### src/rtl/jtbubl_sdram_arb_pkg.sv
// Shared constants for the Bubble Bobble SDRAM slot arbiter.
package jtbubl_sdram_pkg;

    localparam int unsigned NSLOTS = 5;

    localparam logic [2:0] SLOT_MAIN = 3'd0;
    localparam logic [2:0] SLOT_SUB  = 3'd1;
    localparam logic [2:0] SLOT_MCU  = 3'd2;
    localparam logic [2:0] SLOT_SND  = 3'd3;
    localparam logic [2:0] SLOT_GFX  = 3'd4;

    localparam logic [1:0] IDLE     = 2'd0;
    localparam logic [1:0] WAIT_ACK = 2'd1;
    localparam logic [1:0] WAIT_RDY = 2'd2;

    // Slot index reached by stepping 'step' places past 'base', wrapping at NSLOTS.
    function automatic logic [2:0] rr_slot(input logic [2:0] base, input int unsigned step);
        int unsigned s;
        s = {29'd0, base} + step;
        return 3'(s % NSLOTS);
    endfunction

endpackage

### src/rtl/jtbubl_sdram_arb_if.sv
// SDRAM controller side of the ROM slot arbiter.
interface jtbubl_sdram_arb_if;
    logic        sdram_req;
    logic [21:0] sdram_addr;
    logic        sdram_ack;
    logic        data_rdy;
    logic [31:0] data_read;
    logic        refresh_en;

    modport master (
        output sdram_req, sdram_addr, refresh_en,
        input  sdram_ack, data_rdy, data_read
    );

    modport slave (
        input  sdram_req, sdram_addr, refresh_en,
        output sdram_ack, data_rdy, data_read
    );
endinterface

### src/rtl/jtbubl_slot_cache.sv
// One-entry read cache for a single ROM consumer.
module jtbubl_slot_cache #(
    parameter int unsigned AW = 18,
    parameter int unsigned DW = 8
) (
    input  logic          clk,
    input  logic          rst_n,
    input  logic          clr,
    input  logic          cs,
    input  logic [AW-1:0] addr,
    input  logic          fill,
    input  logic [AW-1:0] fill_tag,
    input  logic [31:0]   fill_data,
    output logic          ok,
    output logic [DW-1:0] dout
);
    logic          valid_q, valid_d;
    logic [AW-1:0] tag_q, tag_d;
    logic [DW-1:0] data_q, data_d;
    logic [DW-1:0] fill_sel;

    // 8-bit slots pick the byte of the 16-bit SDRAM word addressed by the tag LSB.
    generate
        if (DW == 8) begin : g_byte
            logic unused_hi;
            assign unused_hi = ^fill_data[31:16];
            assign fill_sel  = fill_tag[0] ? fill_data[15:8] : fill_data[7:0];
        end else begin : g_word
            assign fill_sel = fill_data[DW-1:0];
        end
    endgenerate

    // Next cache contents: clear wins over fill.
    always_comb begin
        valid_d = valid_q;
        tag_d   = tag_q;
        data_d  = data_q;
        if (clr) begin
            valid_d = 1'b0;
        end else if (fill) begin
            valid_d = 1'b1;
            tag_d   = fill_tag;
            data_d  = fill_sel;
        end
    end

    // Cache registers.
    always_ff @(posedge clk or negedge rst_n) begin
        if (!rst_n) begin
            valid_q <= 1'b0;
            tag_q   <= '0;
            data_q  <= '0;
        end else begin
            valid_q <= valid_d;
            tag_q   <= tag_d;
            data_q  <= data_d;
        end
    end

    assign ok   = cs & valid_q & (addr == tag_q);
    assign dout = data_q;

endmodule

### src/rtl/jtbubl_sdram_arb.sv
// Round-robin arbiter sharing the SDRAM read port among five cached ROM slots.
module jtbubl_sdram_arb
    import jtbubl_sdram_pkg::*;
#(
    parameter logic [21:0] SUB_OFFSET = 22'h1_4000,
    parameter logic [21:0] SND_OFFSET = 22'h1_8000,
    parameter logic [21:0] MCU_OFFSET = 22'h1_C000,
    parameter logic [21:0] GFX_OFFSET = 22'h2_0000
) (
    input  logic        clk,
    input  logic        rst_n,
    input  logic        main_cs,
    input  logic [17:0] main_addr,
    output logic        main_ok,
    output logic [7:0]  main_dout,
    input  logic        sub_cs,
    input  logic [14:0] sub_addr,
    output logic        sub_ok,
    output logic [7:0]  sub_dout,
    input  logic        mcu_cs,
    input  logic [11:0] mcu_addr,
    output logic        mcu_ok,
    output logic [7:0]  mcu_dout,
    input  logic        snd_cs,
    input  logic [14:0] snd_addr,
    output logic        snd_ok,
    output logic [7:0]  snd_dout,
    input  logic        gfx_cs,
    input  logic [17:0] gfx_addr,
    output logic        gfx_ok,
    output logic [31:0] gfx_dout,
    input  logic        downloading,
    input  logic        loop_rst,
    jtbubl_sdram_arb_if.master sdr
);
    logic [1:0]  state_q, state_d;
    logic [2:0]  slot_q, slot_d;
    logic [2:0]  last_q, last_d;
    logic [17:0] tag_q, tag_d;
    logic [21:0] addr_q, addr_d;
    logic        req_q, req_d;

    logic [4:0]  cs_v, ok_v, pending, fill_v;
    logic        halt, found;
    logic [2:0]  pick, idx;
    logic [17:0] pick_tag;
    logic [21:0] pick_addr;

    assign halt    = downloading | loop_rst;
    assign cs_v    = {gfx_cs, snd_cs, mcu_cs, sub_cs, main_cs};
    assign ok_v    = {gfx_ok, snd_ok, mcu_ok, sub_ok, main_ok};
    assign pending = cs_v & ~ok_v;

    // Round-robin search starting at the slot after the last one served.
    always_comb begin
        found = 1'b0;
        pick  = last_q;
        idx   = last_q;
        for (int unsigned k = 1; k <= NSLOTS; k++) begin
            idx = rr_slot(last_q, k);
            if (!found && pending[idx]) begin
                found = 1'b1;
                pick  = idx;
            end
        end
    end

    // SDRAM word address and cache tag for the selected slot.
    always_comb begin
        pick_tag  = '0;
        pick_addr = '0;
        case (pick)
            SLOT_MAIN: begin
                pick_tag  = main_addr;
                pick_addr = {5'd0, main_addr[17:1]};
            end
            SLOT_SUB: begin
                pick_tag  = {3'd0, sub_addr};
                pick_addr = SUB_OFFSET + {8'd0, sub_addr[14:1]};
            end
            SLOT_MCU: begin
                pick_tag  = {6'd0, mcu_addr};
                pick_addr = MCU_OFFSET + {11'd0, mcu_addr[11:1]};
            end
            SLOT_SND: begin
                pick_tag  = {3'd0, snd_addr};
                pick_addr = SND_OFFSET + {8'd0, snd_addr[14:1]};
            end
            SLOT_GFX: begin
                pick_tag  = gfx_addr;
                pick_addr = GFX_OFFSET + {3'd0, gfx_addr, 1'b0};
            end
            default: ;
        endcase
    end

    // Request FSM; a download/loop reset abandons any read in flight.
    always_comb begin
        state_d = state_q;
        slot_d  = slot_q;
        last_d  = last_q;
        tag_d   = tag_q;
        addr_d  = addr_q;
        req_d   = req_q;
        fill_v  = '0;
        if (halt) begin
            state_d = IDLE;
            req_d   = 1'b0;
        end else begin
            case (state_q)
                IDLE: if (found) begin
                    slot_d  = pick;
                    tag_d   = pick_tag;
                    addr_d  = pick_addr;
                    req_d   = 1'b1;
                    state_d = WAIT_ACK;
                end
                WAIT_ACK: if (sdr.sdram_ack) begin
                    req_d   = 1'b0;
                    state_d = WAIT_RDY;
                end
                WAIT_RDY: if (sdr.data_rdy) begin
                    fill_v[slot_q] = 1'b1;
                    last_d         = slot_q;
                    state_d        = IDLE;
                end
                default: state_d = IDLE;
            endcase
        end
    end

    // FSM and request registers; pointer resets to the last slot so main goes first.
    always_ff @(posedge clk or negedge rst_n) begin
        if (!rst_n) begin
            state_q <= IDLE;
            slot_q  <= SLOT_MAIN;
            last_q  <= SLOT_GFX;
            tag_q   <= '0;
            addr_q  <= '0;
            req_q   <= 1'b0;
        end else begin
            state_q <= state_d;
            slot_q  <= slot_d;
            last_q  <= last_d;
            tag_q   <= tag_d;
            addr_q  <= addr_d;
            req_q   <= req_d;
        end
    end

    assign sdr.sdram_req  = req_q;
    assign sdr.sdram_addr = addr_q;
    assign sdr.refresh_en = (state_q == IDLE) & ~|pending;

    jtbubl_slot_cache #(.AW(18), .DW(8)) u_main (
        .clk(clk), .rst_n(rst_n), .clr(halt), .cs(main_cs), .addr(main_addr),
        .fill(fill_v[0]), .fill_tag(tag_q), .fill_data(sdr.data_read),
        .ok(main_ok), .dout(main_dout)
    );

    jtbubl_slot_cache #(.AW(15), .DW(8)) u_sub (
        .clk(clk), .rst_n(rst_n), .clr(halt), .cs(sub_cs), .addr(sub_addr),
        .fill(fill_v[1]), .fill_tag(tag_q[14:0]), .fill_data(sdr.data_read),
        .ok(sub_ok), .dout(sub_dout)
    );

    jtbubl_slot_cache #(.AW(12), .DW(8)) u_mcu (
        .clk(clk), .rst_n(rst_n), .clr(halt), .cs(mcu_cs), .addr(mcu_addr),
        .fill(fill_v[2]), .fill_tag(tag_q[11:0]), .fill_data(sdr.data_read),
        .ok(mcu_ok), .dout(mcu_dout)
    );

    jtbubl_slot_cache #(.AW(15), .DW(8)) u_snd (
        .clk(clk), .rst_n(rst_n), .clr(halt), .cs(snd_cs), .addr(snd_addr),
        .fill(fill_v[3]), .fill_tag(tag_q[14:0]), .fill_data(sdr.data_read),
        .ok(snd_ok), .dout(snd_dout)
    );

    jtbubl_slot_cache #(.AW(18), .DW(32)) u_gfx (
        .clk(clk), .rst_n(rst_n), .clr(halt), .cs(gfx_cs), .addr(gfx_addr),
        .fill(fill_v[4]), .fill_tag(tag_q), .fill_data(sdr.data_read),
        .ok(gfx_ok), .dout(gfx_dout)
    );

endmodule

### src/flat_wrapper.sv
// flat-port wrapper written by rule: the top's interface ports become plain ports
module jtbubl_sdram_arb_flat import jtbubl_sdram_pkg::*;
#(
    parameter logic [21:0] SUB_OFFSET = 22'h1_4000,
    parameter logic [21:0] SND_OFFSET = 22'h1_8000,
    parameter logic [21:0] MCU_OFFSET = 22'h1_C000,
    parameter logic [21:0] GFX_OFFSET = 22'h2_0000
)
  (clk, rst_n, main_cs, main_addr, main_ok, main_dout, sub_cs, sub_addr, sub_ok, sub_dout, mcu_cs, mcu_addr, mcu_ok, mcu_dout, snd_cs, snd_addr, snd_ok, snd_dout, gfx_cs, gfx_addr, gfx_ok, gfx_dout, downloading, loop_rst, sdr_sdram_req, sdr_sdram_addr, sdr_refresh_en, sdr_sdram_ack, sdr_data_rdy, sdr_data_read);
  jtbubl_sdram_arb_if sdr_i ();
  input  logic clk;
  input  logic rst_n;
  input  logic main_cs;
  input  logic [17:0] main_addr;
  output logic main_ok;
  output logic [7:0] main_dout;
  input  logic sub_cs;
  input  logic [14:0] sub_addr;
  output logic sub_ok;
  output logic [7:0] sub_dout;
  input  logic mcu_cs;
  input  logic [11:0] mcu_addr;
  output logic mcu_ok;
  output logic [7:0] mcu_dout;
  input  logic snd_cs;
  input  logic [14:0] snd_addr;
  output logic snd_ok;
  output logic [7:0] snd_dout;
  input  logic gfx_cs;
  input  logic [17:0] gfx_addr;
  output logic gfx_ok;
  output logic [31:0] gfx_dout;
  input  logic downloading;
  input  logic loop_rst;
  output wire logic [$bits(sdr_i.sdram_req)-1:0] sdr_sdram_req;
  output wire logic [$bits(sdr_i.sdram_addr)-1:0] sdr_sdram_addr;
  output wire logic [$bits(sdr_i.refresh_en)-1:0] sdr_refresh_en;
  input wire logic [$bits(sdr_i.sdram_ack)-1:0] sdr_sdram_ack;
  input wire logic [$bits(sdr_i.data_rdy)-1:0] sdr_data_rdy;
  input wire logic [$bits(sdr_i.data_read)-1:0] sdr_data_read;
  assign sdr_sdram_req = sdr_i.sdram_req;
  assign sdr_sdram_addr = sdr_i.sdram_addr;
  assign sdr_refresh_en = sdr_i.refresh_en;
  assign sdr_i.sdram_ack = sdr_sdram_ack;
  assign sdr_i.data_rdy = sdr_data_rdy;
  assign sdr_i.data_read = sdr_data_read;
  jtbubl_sdram_arb #(.SUB_OFFSET(SUB_OFFSET), .SND_OFFSET(SND_OFFSET), .MCU_OFFSET(MCU_OFFSET), .GFX_OFFSET(GFX_OFFSET)) u_core (.clk(clk), .rst_n(rst_n), .main_cs(main_cs), .main_addr(main_addr), .main_ok(main_ok), .main_dout(main_dout), .sub_cs(sub_cs), .sub_addr(sub_addr), .sub_ok(sub_ok), .sub_dout(sub_dout), .mcu_cs(mcu_cs), .mcu_addr(mcu_addr), .mcu_ok(mcu_ok), .mcu_dout(mcu_dout), .snd_cs(snd_cs), .snd_addr(snd_addr), .snd_ok(snd_ok), .snd_dout(snd_dout), .gfx_cs(gfx_cs), .gfx_addr(gfx_addr), .gfx_ok(gfx_ok), .gfx_dout(gfx_dout), .downloading(downloading), .loop_rst(loop_rst), .sdr(sdr_i));
endmodule
### config.mk
export PLATFORM = sky130hd
export DESIGN_NAME = jtbubl_sdram_arb_flat
export DESIGN_NICKNAME = d
export VERILOG_FILES = /design/src/rtl/jtbubl_sdram_arb_pkg.sv /design/src/rtl/jtbubl_sdram_arb_if.sv /design/src/rtl/jtbubl_slot_cache.sv /design/src/rtl/jtbubl_sdram_arb.sv /design/src/flat_wrapper.sv
export SDC_FILE = /design/constraint.sdc
export NUM_CORES = 1
export LEC_CHECK = 0
export ABC_AREA = 1
export CORE_UTILIZATION = 30
export DETAILED_ROUTE_END_ITERATION = 8
export PLACE_DENSITY = 0.62
export SLEW_MARGIN = 20
export SYNTH_ARGS = -nofsm -noshare
export SYNTH_HDL_FRONTEND = slang
export SYNTH_SLANG_ARGS = --single-unit
export TNS_END_PERCENT = 50
### constraint.sdc
create_clock -name clk -period 4.7 [get_ports clk]
set_input_delay 0.705 -clock clk [delete_from_list [all_inputs] [get_ports clk]]
set_output_delay 0.705 -clock clk [all_outputs]
set_load 0.02 [all_outputs]
# Word-level counts from Yosys, hierarchy flattened
# Index checks and enable logic that the tools add are counted.
# Widths: inputs -> output; s select.
totals:
  latchBits: 0
  memories: 0
  inputBits: 121
  elab_cells: 146
  ramBits: 0
  romBits: 0
  reg_bits: 196
classes:
  n_addsub: 9
  n_mul: 0
  n_mux: 47
  n_div: 5
  reduce_logical: 28
  bitwise: 15
  n_shift: 0
  n_eq_ne: 14
  magnitude_cmp: 7
ops:
  columns: ["cell", "n"]
  rows:
  - ["$mod 32x3->32 const B", 5]
  - ["$pmux 22 s5", 1]
  - ["$pmux 18 s5", 1]
  - ["$add 17x14->18 const A", 2]
  - ["$eq 18x18->1", 2]
  - ["$eq 15x15->1", 2]
  - ["$lt 3x4->1 const B", 6]
  - ["$mux 1", 24]
  - ["$add 18x19->20 const A", 1]
  - ["$add 17x11->18 const A", 1]
  - ["$bmux 1 s3", 5]
  - ["$mux 3", 5]
  - ["$mux 5", 3]
  - ["$eq 12x12->1", 1]
  - ["$reduce_and 3->1", 4]
  - ["$and 1x1->1", 11]
  - ["$reduce_and 2->1", 5]
  - ["$reduce_bool 2->1", 5]
  - ["$add 3x2->4 const B", 2]
  - ["$add 3x3->4 const B", 2]
  - ["$mux 2", 4]
  - ["$mux 8", 1]
  - ["$eq 3x2->1 const B", 2]
  - ["$ne 3x2->1 const B", 2]
  - ["20 further kinds", 28]

# Depth between registers and ports, before layout
depth:
  depth_word: 22
  ltp_mapped: 34
  ltp_nobuf: 34

# Cells and area by module
# Synthesis repeated with hierarchy kept, for this count alone.
unflattened:
  cells_unflattened: 1653
  area_unflattened_um2: 12215.5
modules_own_cells:
  columns: ["module", "cells_each", "instances", "area_per_inst_um2"]
  rows:
  - ["jtbubl_sdram_arb", 738, 1, 4690.7]
  - ["jtbubl_slot_cache (u_core.u_snd ...)", 178, 2, 1268.7]
  - ["jtbubl_slot_cache (u_core.u_gfx)", 209, 1, 2444.8]
  - ["jtbubl_slot_cache (u_core.u_main)", 205, 1, 1460.2]
  - ["jtbubl_slot_cache (u_core.u_mcu)", 145, 1, 1082.3]

# Worst setup path before layout
# OpenSTA, ideal clock, no wires.
synth_timing:
  path_type: "flip-flop to flip-flop"
  from: "register u_core.last_q[0]"
  to: "register u_core.addr_q[3] (netlist: u_core.sdr.sdram_addr[3])"
  path_stages_with_launch: 32
  t_arrival_ns: 4.115
  setup_time_ns: 0.120
  synth_period_minus_slack_ns: 4.235
  required_time_ns: 4.580
  setup_slack_ns: 0.465
  cell_sequence: "dfrtp_1 inv_1 clkbuf_1 ha_1 ha_1 nor2_1 nand2_1 nand2_2 xor2_1 inv_1 ha_1 or2_2 nand2_1 nand2_2 nand2_2 nand2_2 nand2_1 nand2_1 nand2_1 nand3_1 nand2_1 nand3_4 nand2_1 inv_1 nand2_2 nand2_4 buf_6 buf_6 nand4_1 nand3_1 o21ai_1 nand2_1"
synth_via:
  elab_chain_cells: 19
  word_cells_on_any_way: 45
  classes_between: "add/sub (5); div (5); eq/ne (4); mux (21); reduce/logical (10)"
synth_rtl:
  columns: ["element", "line", "rtl"]
  rows:
  - ["from (decl)", "jtbubl_sdram_arb.sv:38", "logic [2:0] last_q, last_d;"]
  - ["from (signal assigned)", "jtbubl_sdram_arb.sv:144", "last_q <= last_d;"]
  - ["$add 3x1->4", "jtbubl_sdram_arb_pkg.sv:19", "s = {29'd0, base} + step;"]
  - ["$mod 32x3->32", "jtbubl_sdram_arb_pkg.sv:20", "return 3'(s % NSLOTS);"]
  - ["$bmux 1 s3", "jtbubl_sdram_arb.sv:61", "if (!found && pending[idx]) begin"]
  - ["$mux 1 (not written as such)", "jtbubl_sdram_arb.sv:61", null]
  - ["$mux 1", "jtbubl_sdram_arb.sv:61", null]
  - ["$logic_not 1->1", "jtbubl_sdram_arb.sv:61", null]
  - ["$logic_and 1x1->1", "jtbubl_sdram_arb.sv:61", null]
  - ["$mux 1", "jtbubl_sdram_arb.sv:61", null]
  - ["[3 not listed]", null, null]
  - ["$logic_not 1->1", "jtbubl_sdram_arb.sv:61", null]
  - ["$logic_and 1x1->1", "jtbubl_sdram_arb.sv:61", null]
  - ["$mux 1", "jtbubl_sdram_arb.sv:61", null]
  - ["$logic_not 1->1", "jtbubl_sdram_arb.sv:61", null]
  - ["$logic_and 1x1->1", "jtbubl_sdram_arb.sv:61", null]
  - ["$mux 3", "jtbubl_sdram_arb.sv:61", null]
  - ["$eq 3x3->1, or another cell as far along", "jtbubl_sdram_arb.sv:72", "case (pick)"]
  - ["$pmux 22 s5", "jtbubl_sdram_arb.sv:72", null]
  - ["to (signal assigned)", "jtbubl_sdram_arb.sv:146", "addr_q <= addr_d;"]
  - ["to (decl)", "jtbubl_sdram_arb.sv:40", "logic [21:0] addr_q, addr_d;"]
# Several ways; a longest one is shown, not always the timed one. The select of a mux whose other input is x is not followed.
# A chain may end at the register's enable or synchronous reset.

# Final worst setup path
layout_timing:
  from: "register u_core.last_q[0]"
  to: "register u_core.addr_q[6] (netlist: u_core.sdr.sdram_addr[6])"
# The elaborated chain is that of the path after synthesis.

==> summary.txt <==
====================================================================================
Run status ............................................................ finished, final reports clean
Number of antenna-violating nets in the routed design .................            0
Worst-margin pin slew .................................................     976.1 ps
Fraction of layout instances using a drive strength above 1 ...........      0.08184
Initial core utilization ..............................................       0.3042
Worst slew margin relative to its limit ...............................       0.3492
Sequential share of the synthesized area ..............................       0.4248
Post-synthesis instance total .........................................         1571
Total wire length .....................................................     40320 um
Worst Setup Slack, final ..............................................     351.5 ps
Cts-stage hold buffer count ...........................................            0
CTS tree ..............................................................        built
Combined area of all synthesized cells ................................  11430 sq um
Area of placed instances ..............................................  14130 sq um
Clk slew on worst S/H paths ...........................................        80 ps
Maximum clock skew at final layout ....................................     10.06 ps
First-pass iteration count of the detailed router .....................            5
# setup viols final ...................................................            0
Post-CTS Setup Repair Bufs ............................................            0
Final weighted congestion in routability-driven placement .............       0.9265
Final-stage net count .................................................         1916
Core region area ......................................................  37580 sq um
Arrival time at the worst endpoint ....................................      4680 ps
Antenna cells .........................................................            0
Area share of the leading cell type in the synthesized netlist ........       0.4226
Peak per-stage delay on the critical path .............................       440 ps
Post-Place Setup Slack ................................................     201.6 ps
Leading cell types by total area after synthesis ...................... sky130_fd_sc_hd__dfrtp_1, sky130_fd_sc_hd__nand2_1, sky130_fd_sc_hd__o21ai_0, sky130_fd_sc_hd__inv_1, sky130_fd_sc_hd__nand3_1
Leading register cell type out of synthesis ........................... sky130_fd_sc_hd__dfrtp_1
Crit share post-route .................................................       0.9252
Highest attainable clock frequency ....................................    230.0 MHz
MaxCap Viol Count .....................................................            0
Total congestion overflow .............................................            0
Sum of internal, switching and leakage power ..........................     9.890 mW
Vias in the first global route ........................................        10480
Critical Path Start Type ..............................................    flip-flop
HPWL after DPL ........................................................     31210 um
Post-Route Setup TNS ..................................................         0 ps
Pleak .................................................................     7.142 nW
Share of the core filled with cells ...................................       0.3930
Final Instance Area ...................................................  14770 sq um
All-layer global routing usage ........................................       0.2105
Total vias in the final route .........................................        11030
Number of port buffers ................................................          211
Ys Warns ..............................................................            0
Wire length of the first global-routing pass ..........................     61910 um
Mean area per synthesized cell ........................................  7.275 sq um
Most common cell type on the critical path ............................ sky130_fd_sc_hd__nand2_1
Number of antenna violations at the first check in global routing .....            0
Worst vdd rail ir drop ................................................    0.7991 mV
Longest Clk Path Bufs .................................................            2
Fin. Hold Viols .......................................................            0
Top-level I/O count ...................................................          214
Clock sink count ......................................................          194
Worst-skew pair later-pin latency .....................................       440 ps
CTS Root Cell ......................................................... sky130_fd_sc_hd__clkbuf_16
Type of the setup path with the least slack ........................... flip-flop to flip-flop
Proportion of synthesized flip-flops having asynchronous set or reset .        1.000
TritonCTS Buffers .....................................................           17
First-iteration detailed-routing DRC count ............................          848
Mean routed wirelength per cell .......................................     17.57 um
Leading cell type in the layout, fill and taps excluded ............... sky130_fd_sc_hd__nand2_1
Delay-heaviest family, CP ............................................. simple AND/OR/NAND/NOR gates
CP Max Fanout .........................................................           14
DRC Markers ...........................................................            0
Number of slew-limit violations in the final report ...................            0
Number of register bits inferred by synthesis .........................          194
Post-synth EDFFs ......................................................            0
Horizontal extent of the die ..........................................     197.2 um
Row Count .............................................................           71
Die Y .................................................................     197.2 um
Critical Path End Type ................................................    flip-flop
Slowest stage cell on the critical path ............................... sky130_fd_sc_hd__dfrtp_1
Worst hold path class ................................................. input pin to asynchronous set/reset pin
Number of buffer and inverter stages on the critical path .............            3
Area leader, netlist .................................................. sky130_fd_sc_hd__dfrtp_1
Count of H-tree levels built during CTS ...............................            4
Syn-to-layout area delta ..............................................       29.22%
Setup repair after global routing missed its margin ...................           no
Die Area ..............................................................  38880 sq um
Data required time at the worst endpoint ..............................      5040 ps
Final worst path period need ..........................................      4349 ps
PwrDens ............................................................... 669.6 nW/um^2
Via-per-instance ratio ................................................        4.805
Pin count of the biggest net entering global routing ..................          113
Distinct cell type count of the synthesized netlist ...................           49
Highest-count cells in the layout ignoring fill and taps .............. sky130_fd_sc_hd__nand2_1, sky130_fd_sc_hd__clkdlybuf4s50_1, sky130_fd_sc_hd__dfrtp_1, sky130_fd_sc_hd__inv_1, sky130_fd_sc_hd__o21ai_0
====================================================================================
==> path summary, 6_finish.rpt <==
| check | slack, ps | start | cells after the start | endpoint |
|---|---|---|---|---|
| max | 350 | u_core.last_q[0] | 30 | u_core.sdr.sdram_addr[6] |
| min | 320 | rst_n | 1 | u_core.u_mcu.dout[2] |
| max reg2reg | 350 | u_core.last_q[0] | 30 | u_core.sdr.sdram_addr[6] |
| min reg2reg | 480 | u_core.tag_q[8] | 2 | u_core.tag_q[8] |
| max in group asynchronous | 3420 | rst_n | 2 | u_core.tag_q[0] |
| min in group clk | 480 | u_core.tag_q[8] | 2 | u_core.tag_q[8] |
==> through the flow <==
| step | hold slack (ps) | instances |
|---|---|---|
| floorplan | 409.4 | 1572 |
| global route | 454.1 | 2295 |
| CTS | 423.6 | 2294 |
| finish | 319.4 | 2295 |
| global placement | 462.3 | 2262 |
| detailed placement | 464.6 | 2262 |
==> routing by layer <==
layer  GRT usage  vias to the layer above  routed length, um
met5           0                        -                  0
met4     0.08211                        0               1312
met3     0.04234                       68               2765
met2      0.3445                      404              19090
met1      0.2722                     5139              17150
li1            -                     5417                  -
==> report_power, final <==
group          switching (mW)  internal, mW  leakage (nW)
logic                    4.31          1.97          4.22
registers               0.201          1.93          2.64
clock network           0.670         0.801         0.277
total                    5.19          4.70          7.14
==> kinds of logic after synthesis <==
| group | after synthesis | synth area share |
|---|---|---|
| other cells | 1 | 0.0003281 |
| simple gates | 860 | 0.3278 |
| flops | 194 | 0.4248 |
| mux | 24 | 0.02365 |
| fa+ha+maj | 24 | 0.02627 |
| xor+xnor | 24 | 0.01839 |
| compound gates | 206 | 0.09546 |
| buf+inv | 238 | 0.08331 |
==> sequential cells by signal (all words and copies together) (netlist names) <==
register / flops
u_core.u_gfx.dout: 32
u_core.sdr.sdram_addr: 20
u_core.tag_q: 18
u_core.u_gfx.tag_q: 18
u_core.u_main.tag_q: 18
u_core.u_snd.tag_q: 15
u_core.u_sub.tag_q: 15
u_core.u_mcu.tag_q: 12
u_core.u_main.dout: 8
u_core.u_mcu.dout: 8
u_core.u_snd.dout: 8
u_core.u_sub.dout: 8
u_core.last_q: 3
u_core.slot_q: 3
u_core.state_q: 2
u_core.sdr.sdram_req: 1
u_core.u_gfx.valid_q: 1
u_core.u_main.valid_q: 1
u_core.u_mcu.valid_q: 1
u_core.u_snd.valid_q: 1
u_core.u_sub.valid_q: 1
==> synthesized netlist by cell type (all sizes together), types with 6 or more instances <==
cell type,n
xor2,15
ha,24
buf,20
a21oi,10
nand2,554
nor3,8
nand4,58
o21ai,180
nor2,106
clkbuf,35
xnor2,9
or2,16
inv,183
nand3,103
nor3b,6
dfrtp,193
mux2,24
==> area by class of cell <==
cell class	count	area [sq um]
Tap cell	511	639.4
Inverter	183	689.4
Timing Repair Buffer	234	2313
Clock inverter	12	132.6
Multi-Input combinational cell	1141	5692
Clock buffer	20	446.7
Sequential cell	194	4856
Fill cell	3863	22810
==> repair_timing <==
action / CTS / global route
hold endpoints to repair: 0 / 0
gates resized for setup: 0 / 11
setup endpoints to repair: 0 / 35
No activity file was read; power rests on OpenSTA's default activity.
